--- config.mk ---
export PLATFORM = sky130hd
export DESIGN_NAME = switch_press_repeat_flat
export DESIGN_NICKNAME = d
export VERILOG_FILES = /design/src/rtl/switch_press_repeat_if.sv /design/src/rtl/switch_press_repeat.sv /design/src/flat_wrapper.sv
export SDC_FILE = /design/constraint.sdc
export NUM_CORES = 1
export LEC_CHECK = 0
export CORE_MARGIN = 3
export CORE_UTILIZATION = 60
export DETAILED_ROUTE_END_ITERATION = 10
export PLACE_DENSITY_LB_ADDON = 0.2
export SLEW_MARGIN = 20
export SYNTH_ARGS = -nofsm -noshare
export SYNTH_HDL_FRONTEND = slang
export SYNTH_SLANG_ARGS = --single-unit
--- constraint.sdc ---
create_clock -name i_Clk -period 3.9 [get_ports i_Clk]
set_clock_uncertainty 0.2 [all_clocks]
set_input_delay 0.585 -clock i_Clk [delete_from_list [all_inputs] [get_ports i_Clk]]
set_output_delay 0.585 -clock i_Clk [all_outputs]
set_load 0.02 [all_outputs]
--- src/rtl/switch_press_repeat_if.sv ---
// Push-button conditioner signal bundle: raw switch in, debounced level and pulses out.
// The bench drives through the master modport and the conditioner sits on the slave modport.
interface switch_press_repeat_if;
  logic i_Switch;
  logic o_Switch;
  logic o_Press_Pulse;
  logic o_Release_Pulse;
  logic o_Repeating;

  modport master (
    output i_Switch,
    input  o_Switch,
    input  o_Press_Pulse,
    input  o_Release_Pulse,
    input  o_Repeating
  );

  modport slave (
    input  i_Switch,
    output o_Switch,
    output o_Press_Pulse,
    output o_Release_Pulse,
    output o_Repeating
  );
endinterface

--- src/rtl/switch_press_repeat.sv ---
// Synchronises and debounces a push-button, then emits press, auto-repeat and release pulses
// so a digit counter can advance once per pulse without any edge detection of its own.
module switch_press_repeat #(
  parameter int c_DEBOUNCE_LIMIT = 250000,
  parameter int c_HOLD_LIMIT     = 12500000,
  parameter int c_REPEAT_LIMIT   = 2500000
) (
  input logic                  i_Clk,
  input logic                  i_Rst,
  switch_press_repeat_if.slave sw_if
);

  localparam int DB_W  = $clog2(c_DEBOUNCE_LIMIT);
  localparam int HLD_W = $clog2(c_HOLD_LIMIT);
  localparam int RPT_W = $clog2(c_REPEAT_LIMIT);

  localparam logic [DB_W-1:0]  DB_LAST  = DB_W'(c_DEBOUNCE_LIMIT - 1);
  localparam logic [HLD_W-1:0] HLD_LAST = HLD_W'(c_HOLD_LIMIT - 1);
  localparam logic [RPT_W-1:0] RPT_LAST = RPT_W'(c_REPEAT_LIMIT - 1);

  typedef enum logic [1:0] {
    IDLE   = 2'd0,
    HELD   = 2'd1,
    REPEAT = 2'd2
  } state_t;

  logic [1:0]      sync_q, sync_d;
  logic [DB_W-1:0] deb_cnt_q, deb_cnt_d;
  logic            deb_q, deb_d;

  state_t           state_q;
  logic [HLD_W-1:0] hold_cnt_q;
  logic [RPT_W-1:0] rpt_cnt_q;
  logic             switch_q;
  logic             press_q;
  logic             release_q;
  logic             repeating_q;

  // deb_q is the debounced state; the FSM re-registers it as o_Switch so the level
  // and its press/release pulse always appear on the same edge.
  always_comb begin
    sync_d    = {sync_q[0], sw_if.i_Switch};
    deb_cnt_d = '0;
    deb_d     = deb_q;
    if (sync_q[1] != deb_q) begin
      if (deb_cnt_q == DB_LAST) begin
        deb_d = ~deb_q;
      end else begin
        deb_cnt_d = deb_cnt_q + 1'b1;
      end
    end
  end

  always_ff @(posedge i_Clk) begin
    if (i_Rst) begin
      sync_q    <= '0;
      deb_cnt_q <= '0;
      deb_q     <= 1'b0;
    end else begin
      sync_q    <= sync_d;
      deb_cnt_q <= deb_cnt_d;
      deb_q     <= deb_d;
    end
  end

  // A debounced fall is tested before any terminal count so release always wins.
  always_ff @(posedge i_Clk) begin
    if (i_Rst) begin
      state_q     <= IDLE;
      hold_cnt_q  <= '0;
      rpt_cnt_q   <= '0;
      switch_q    <= 1'b0;
      press_q     <= 1'b0;
      release_q   <= 1'b0;
      repeating_q <= 1'b0;
    end else begin
      switch_q  <= deb_q;
      press_q   <= 1'b0;
      release_q <= 1'b0;
      case (state_q)
        IDLE: begin
          hold_cnt_q  <= '0;
          rpt_cnt_q   <= '0;
          repeating_q <= 1'b0;
          if (deb_q && !switch_q) begin
            state_q <= HELD;
            press_q <= 1'b1;
          end
        end
        HELD: begin
          if (!deb_q) begin
            state_q    <= IDLE;
            release_q  <= 1'b1;
            hold_cnt_q <= '0;
          end else if (hold_cnt_q == HLD_LAST) begin
            state_q     <= REPEAT;
            press_q     <= 1'b1;
            repeating_q <= 1'b1;
            hold_cnt_q  <= '0;
            rpt_cnt_q   <= '0;
          end else begin
            hold_cnt_q <= hold_cnt_q + 1'b1;
          end
        end
        REPEAT: begin
          if (!deb_q) begin
            state_q     <= IDLE;
            release_q   <= 1'b1;
            repeating_q <= 1'b0;
            rpt_cnt_q   <= '0;
          end else if (rpt_cnt_q == RPT_LAST) begin
            press_q   <= 1'b1;
            rpt_cnt_q <= '0;
          end else begin
            rpt_cnt_q <= rpt_cnt_q + 1'b1;
          end
        end
        default: begin
          state_q     <= IDLE;
          hold_cnt_q  <= '0;
          rpt_cnt_q   <= '0;
          repeating_q <= 1'b0;
        end
      endcase
    end
  end

  assign sw_if.o_Switch        = switch_q;
  assign sw_if.o_Press_Pulse   = press_q;
  assign sw_if.o_Release_Pulse = release_q;
  assign sw_if.o_Repeating     = repeating_q;

endmodule

--- src/flat_wrapper.sv ---
// flat-port wrapper written by rule: the top's interface ports become plain ports
module switch_press_repeat_flat 
#(
  parameter int c_DEBOUNCE_LIMIT = 250000,
  parameter int c_HOLD_LIMIT     = 12500000,
  parameter int c_REPEAT_LIMIT   = 2500000
)
  (i_Clk, i_Rst, sw_if_i_Switch, sw_if_o_Switch, sw_if_o_Press_Pulse, sw_if_o_Release_Pulse, sw_if_o_Repeating);
  switch_press_repeat_if sw_if_i ();
  input logic i_Clk;
  input logic i_Rst;
  input wire logic [$bits(sw_if_i.i_Switch)-1:0] sw_if_i_Switch;
  output wire logic [$bits(sw_if_i.o_Switch)-1:0] sw_if_o_Switch;
  output wire logic [$bits(sw_if_i.o_Press_Pulse)-1:0] sw_if_o_Press_Pulse;
  output wire logic [$bits(sw_if_i.o_Release_Pulse)-1:0] sw_if_o_Release_Pulse;
  output wire logic [$bits(sw_if_i.o_Repeating)-1:0] sw_if_o_Repeating;
  assign sw_if_i.i_Switch = sw_if_i_Switch;
  assign sw_if_o_Switch = sw_if_i.o_Switch;
  assign sw_if_o_Press_Pulse = sw_if_i.o_Press_Pulse;
  assign sw_if_o_Release_Pulse = sw_if_i.o_Release_Pulse;
  assign sw_if_o_Repeating = sw_if_i.o_Repeating;
  switch_press_repeat #(.c_DEBOUNCE_LIMIT(c_DEBOUNCE_LIMIT), .c_HOLD_LIMIT(c_HOLD_LIMIT), .c_REPEAT_LIMIT(c_REPEAT_LIMIT)) u_core (.i_Clk(i_Clk), .i_Rst(i_Rst), .sw_if(sw_if_i));
endmodule
==> results of run 1 <==
## routing by layer
layer	vias up	GRT usage	part of all wire
met5	-	0	0
met4	0	0.0947	0.020
met3	13	0.0537	0.034
met2	48	0.346	0.46
met1	1307	0.287	0.49
li1	1450	-	-
## cells in the final DEF, fill, tap and decap left out, types with 7 or more instances in the layout
| master | netlist | routed |
|---|---|---|
| inv_1 | 14 | 14 |
| nor4_1 | 11 | 11 |
| clkbuf_8 | 0 | 11 |
| nand2_1 | 34 | 34 |
| and4_1 | 8 | 8 |
| or4_1 | 14 | 14 |
| xor2_1 | 11 | 11 |
| o21ai_0 | 13 | 12 |
| a21oi_1 | 22 | 22 |
| nand4_1 | 11 | 11 |
| nor2_1 | 54 | 54 |
| or3_1 | 9 | 9 |
| ha_1 | 7 | 7 |
| nand3_1 | 18 | 18 |
| o31ai_1 | 11 | 11 |
| xnor2_1 | 29 | 29 |
| nor3_1 | 9 | 9 |
| dfxtp_1 | 73 | 73 |
## power by group through the flow
stage | Sequential [mW] | Combinational (mW) | Clock (mW)
floorplan | 0.764 | 0.00332 | 0
global placement | 0.764 | 0.00684 | 0
detailed placement | 0.764 | 0.00693 | 0
CTS | 0.747 | 0.00697 | 0.594
global route | 0.747 | 0.00763 | 0.625
finish | 0.747 | 0.00695 | 0.590
## through the flow
stage / hold WS [ns] / utilization / total power, mW / area, um^2 / worst slack, ns
CTS: 0.254 / 0.703 / 1.35 / 3730 / 1.42
finish: 0.247 / 0.703 / 1.34 / 3730 / 1.41
global placement: 0.221 / 0.666 / 0.771 / 3530 / 1.49
floorplan: 0.214 / - / 0.767 / 3430 / 1.55
detailed placement: 0.239 / 0.666 / 0.771 / 3530 / 1.43
global route: 0.272 / 0.703 / 1.38 / 3730 / 1.16
## worst min path at each step
stage               cells after the start  slack [ns]          endpoint              from
floorplan                               1        0.21  u_core.sync_q[1]  u_core.sync_q[0]
global placement                        1        0.22  u_core.sync_q[1]  u_core.sync_q[0]
detailed placement                      1        0.24  u_core.sync_q[1]  u_core.sync_q[0]
CTS                                     1        0.25  u_core.sync_q[1]  u_core.sync_q[0]
global route                            1        0.27  u_core.sync_q[1]  u_core.sync_q[0]
finish                                  1        0.25  u_core.sync_q[1]  u_core.sync_q[0]
## sequential cells by signal, indices dropped and copies added, names as in the netlist
name,flops
u_core.sw_if.o_Switch,1
u_core.deb_cnt_q,18
u_core.rpt_cnt_q,22
u_core.sync_q,2
u_core.hold_cnt_q,24
u_core.sw_if.o_Press_Pulse,1
u_core.sw_if.o_Repeating,1
u_core.state_q,2
u_core.deb_q,1
u_core.sw_if.o_Release_Pulse,1
## area by class of cell
cell class | count | area (um^2) | area share
clock buffer | 12 | 155 | 0.0416
inverter | 14 | 52.6 | 0.0141
tap | 70 | 87.6 | 0.0235
multi-input combinational | 303 | 1860 | 0.498
sequential | 73 | 1460 | 0.392
timing repair buffer | 8 | 75.1 | 0.0201
clock inverter | 3 | 40.0 | 0.0107
## kinds of logic (layout without fill, tap and decap cells)
logic type	after synthesis	after routing	share of synthesized area
adder cells (fa/ha/maj)	7	7	0.0255
AND/OR/NAND/NOR	196	196	0.306
buffers and inverters	27	37	0.0332
multiplexers	3	3	0.00875
AO/OA/AOI/OAI	57	57	0.0988
flip-flops	73	73	0.426
XOR/XNOR	40	40	0.102
==> metrics.txt, run 1 <==
dpl cells=about 470; max_slew headroom=0.514; Final Hold Vio Count=0; TritonCTS clock tree=yes; max incr delay on CP=around 0.63 ns; synth cell count leaders=dfxtp_1, nor2_1, nand2_1; status=finished clean; die width=between 80 and 90 um; Max IR drop VDD=0.000265 V; initial antenna violation count=0; clock share of power=0.439; Post-Layout Cell Count=approximately 480; Worst Reg-to-Reg Cells=7; #FFs+latches synth=73; core area=between 5000 and 6000 um^2; post-CTS sizing=0; DIE HEIGHT=between 80 and 90 um; LEAKAGE=around 1.1 nW; share of power burned in registers=0.556; Layout area overhead=8.64%; layout net count=about 420; DP HPWL=4470 um; DRT Pass-1 Iters=5; Sw Pwr=~0.27 mW; Critical Path Stages=7; grt ovf=0; Cell variety after synth=41; critical path class=reg -> reg; CTS clk-pin slew, worst paths=roughly 0.070 ns; Setup-failing EPs final=0; Initial Util=0.647; RSZ-0062 raised after global routing=no; DR WL/cell=~13 um; clock latency at the later pin of the worst-skew pair=around 0.34 ns; worst reg2reg path endpoint=u_core.hold_cnt_q[8]; TritonCTS Buffers=9; worst path bufs/invs=1; WL final=about 6500 um; CP endpoint=u_core.hold_cnt_q[8]; CTS Root Cell=clkbuf_8; Logic pwr share=0.005; Final min period=between 2 and 2.5 ns; Int Power=between 1 and 1.5 mW; most numerous cell in the Yosys netlist=dfxtp_1; post-synthesis sequential area ratio=0.426; total number of vias=2818; Setup TNS=0 ns; Critical Path RT=approximately 4 ns; area share of the largest cell type after synthesis=0.426; CP top delay family=simple AND/OR/NAND/NOR gates; startpoint type of the worst setup path=flop; H-tree levels=3; worst reg-to-reg setup slack=between 1 and 1.5 ns; clk sink count=73; CP arrival=2.56 ns; Sw Ratio=0.201; Post-Syn Nets=413; final period utilization=0.638; critical-path cell list=inv_1 -> ha_1 -> and4b_1 -> and2_1 -> nand3_1 -> or4b_2 -> a31oi_1; Ys Warns=0; DR DRC count=0; layout cell share with drive strength beyond 1=0.0436; Std-Cell Rows=26; Setup Fix Bufs, Post-CTS=0; first-pass GRT wire length=roughly 11000 um; R2R Path Start=u_core.state_q[0]; # fillers=a little over 400; CP max stage cell=or4b_2; PD cells=360 nW/um^2; Mapped Cells=403; area leader, netlist=dfxtp_1; largest net degree at the start of global routing=44; cts hold-fix bufs=0; critical path startpoint=u_core.state_q[0]; full die area=~6700 um^2; Max-Cap Viols=0; crit end category=flop; Synth Area per Inst=8.52 um^2; synthesized cell area=3430 um^2; number of global-route vias before repair=between 2000 and 3000; Detailed Route Iter0 Violations=roughly 160; EDFF count, synth=0; worst-path maximum fanout=10; slew at the pin with the worst max-slew slack=~0.73 ns; Max Freq=about 0.4 GHz; Pins Over Slew Limit=0; I/O Buffers=6; GRT Util Overall=0.220; Hold Crit Class=reg -> reg; ranking of synthesized cells by area=dfxtp_1, xnor2_1, nor2_1; RePlAce Congestion=approximately 0.9; antenna-violating nets left=0; Clock Tree Buf Depth=2; ant diodes=0; FFs w/ async S/R, synth=0; drt via density=between 5 and 6; Synth Flop Type=dfxtp_1; Ports=7
Note: power is estimated with default switching activity, not from simulation.
==> run 2: changes to the inputs <==
==> constraint.sdc (replaced) <==
create_clock -name i_Clk -period 2.6 [get_ports i_Clk]
set_clock_uncertainty 0.2 [all_clocks]
set_input_delay 0.39 -clock i_Clk [delete_from_list [all_inputs] [get_ports i_Clk]]
set_output_delay 0.39 -clock i_Clk [all_outputs]
set_load 0.02 [all_outputs]
==> run 2 against run 1 <==
Net effect:
- wire length increased by 3.8%
- design area increased by 2.0%
- power increased by 51%
- clock-buffer cell count increased by 2
- critical endpoint is now u_core.rpt_cnt_q[18]
- global-route usage increased by 0.21 points
- largest cell class unchanged
- die area unchanged
- first-iteration DRC count increased by 1.9%
==> metrics.txt, run 2 (synthesized netlist as in run 1, its figures left out) <==
LEAKAGE=1.13 nW; DR DRC count=0; Worst Hold End=u_core.sync_q[1]; TritonCTS Buffers=9; DR WL/cell=13.8 um; PD cells=approximately 540 nW/um^2; post-layout worst setup margin=roughly 0.2 ns; R2R Path Start=u_core.hold_cnt_q[0]; Layout area overhead=10.9%; CP arrival=about 2.5 ns; initial antenna violation count=0; Final min period=2.40 ns; CTS Root Cell=clkbuf_8; WL final=approximately 6800 um; commonest cells after routing, fill and taps aside=dfxtp_1, nor2_1, nand2_1, xnor2_1, a21oi_1; grt ovf=0; worst-path maximum fanout=40; GRT Util Overall=0.222; worst path bufs/invs=1; first-pass GRT wire length=11600 um; Worst Reg-to-Reg Cells=7; clock latency at the later pin of the worst-skew pair=between 0.3 and 0.4 ns; ant diodes=0; Setup Fix Bufs, Post-CTS=0; Top reg by flops=u_core.hold_cnt_q; worst reg2reg path endpoint=u_core.rpt_cnt_q[18]; total power=between 2 and 2.5 mW; Setup TNS=0 ns; WHS Path Cells=1; slew at the pin with the worst max-slew slack=roughly 0.50 ns; drt via density=around 6.0; Pins Over Slew Limit=0; Setup-failing EPs final=0; number of global-route vias before repair=about 2700; Initial Util=0.647; startpoint type of the worst setup path=flop; DP HPWL=4660 um; Max IR drop VDD=0.000427 V; FF/Latch Area=roughly 1500 um^2; Std-Cell Rows=26; Detailed Route Iter0 Violations=164; most common cell after layout, fill and taps aside=dfxtp_1; critical-path cell list=ha_1 -> and4bb_1 -> nand4_1 -> o31a_1 -> buf_4 -> or4_1 -> a21oi_1; crit end category=flop; Hold Crit Class=reg -> reg; RePlAce Congestion=0.875; I/O Buffers=6; layout cell share with drive strength beyond 1=0.0595; max reg flops=24; largest net degree at the start of global routing=slightly above 40; TritonCTS clock tree=yes; largest registers=u_core.hold_cnt_q: 24 flops, u_core.rpt_cnt_q: 22 flops, u_core.deb_cnt_q: 18 flops; # fillers=400; full die area=between 6000 and 7000 um^2; status=finished clean; antenna-violating nets left=0; DIE HEIGHT=around 80 um; layout net count=425; core area=5300 um^2; Max-Cap Viols=0; total number of vias=around 2900; Critical Path RT=approximately 2.7 ns; clk sink count=73; Ports=7; H-tree levels=3; DRT Pass-1 Iters=4; CTS clk-pin slew, worst paths=0.07 ns; Final Hold Vio Count=0; max incr delay on CP=0.54 ns; worst reg-to-reg setup slack=between 0.15 and 0.2 ns; RSZ-0062 raised after global routing=no; Clock Tree Buf Depth=2; critical path class=reg -> reg; CP top delay family=simple AND/OR/NAND/NOR gates; Hold Crit Start=u_core.sync_q[0]; die width=around 82 um; final period utilization=0.923; area of the multi-input gates=around 1900 um^2; Max Freq=0.416 GHz; cts hold-fix bufs=0; pre-CTS WS=between 0.15 and 0.2 ns; max_slew headroom=0.664; CP max stage cell=or4_1
==> run 2: cell types whose count changed in the layout (fill, tap and decap cells not counted) <==
cell / previous run / this run
buf_4: 2 / 7
buf_12: 0 / 1
clkbuf_1: 1 / 2
clkbuf_8: 11 / 12
clkinv_2: 2 / 1
nor4_1: 11 / 10
nor4_2: 0 / 1
==> run 2: timing repair <==
action                                  CTS  global route
gates resized for setup                   0             1
endpoints found under the setup margin    0             3
endpoints found under the hold margin     0             0
==> run 2: worst max path at each step <==
| stage | from | end | cells after the start |
|---|---|---|---|
| after floorplan | u_core.state_q[0] | u_core.hold_cnt_q[8] | 8 |
| after global placement | u_core.rpt_cnt_q[0] | u_core.rpt_cnt_q[18] | 6 |
| after detailed placement | u_core.rpt_cnt_q[0] | u_core.rpt_cnt_q[16] | 6 |
| after CTS | u_core.rpt_cnt_q[0] | u_core.rpt_cnt_q[18] | 6 |
| after global routing | u_core.hold_cnt_q[0] | u_core.rpt_cnt_q[16] | 7 |
| final | u_core.hold_cnt_q[0] | u_core.rpt_cnt_q[18] | 7 |
==> run 2: layout make-up <==
cell class                      instances  area share
Sequential cell                        73       0.384
Inverter                               14      0.0138
Multi-Input combinational cell        303       0.490
Clock inverter                          2     0.00921
Tap cell                               70      0.0230
Clock buffer                           14      0.0454
Timing Repair Buffer                   14      0.0349
==> run 2: stage by stage <==
stage / utilization / hold slack (ns) / instances / cell area (um^2)
floorplan: - / 0.214 / 403 / 3430
global placement: 0.677 / 0.224 / 474 / 3590
detailed placement: 0.677 / 0.248 / 474 / 3590
CTS: 0.716 / 0.267 / 490 / 3800
global route: 0.718 / 0.284 / 490 / 3800
finish: 0.718 / 0.264 / 490 / 3800
==> run 2: layer usage <==
layer / track usage / part of all wire / wire, um
met1: 0.269 / 0.45 / 3060
met2: 0.380 / 0.50 / 3390
met3: 0.0461 / 0.033 / 222
met4: 0.0930 / 0.014 / 96
met5: 0 / 0 / 0
==> run 2: report_power, final <==
| group | internal, mW | switching (mW) | total [mW] |
|---|---|---|---|
| logic | 0.00491 | 0.00620 | 0.0111 |
| registers | 1.12 | 0.00105 | 1.12 |
| clock network | 0.521 | 0.383 | 0.904 |
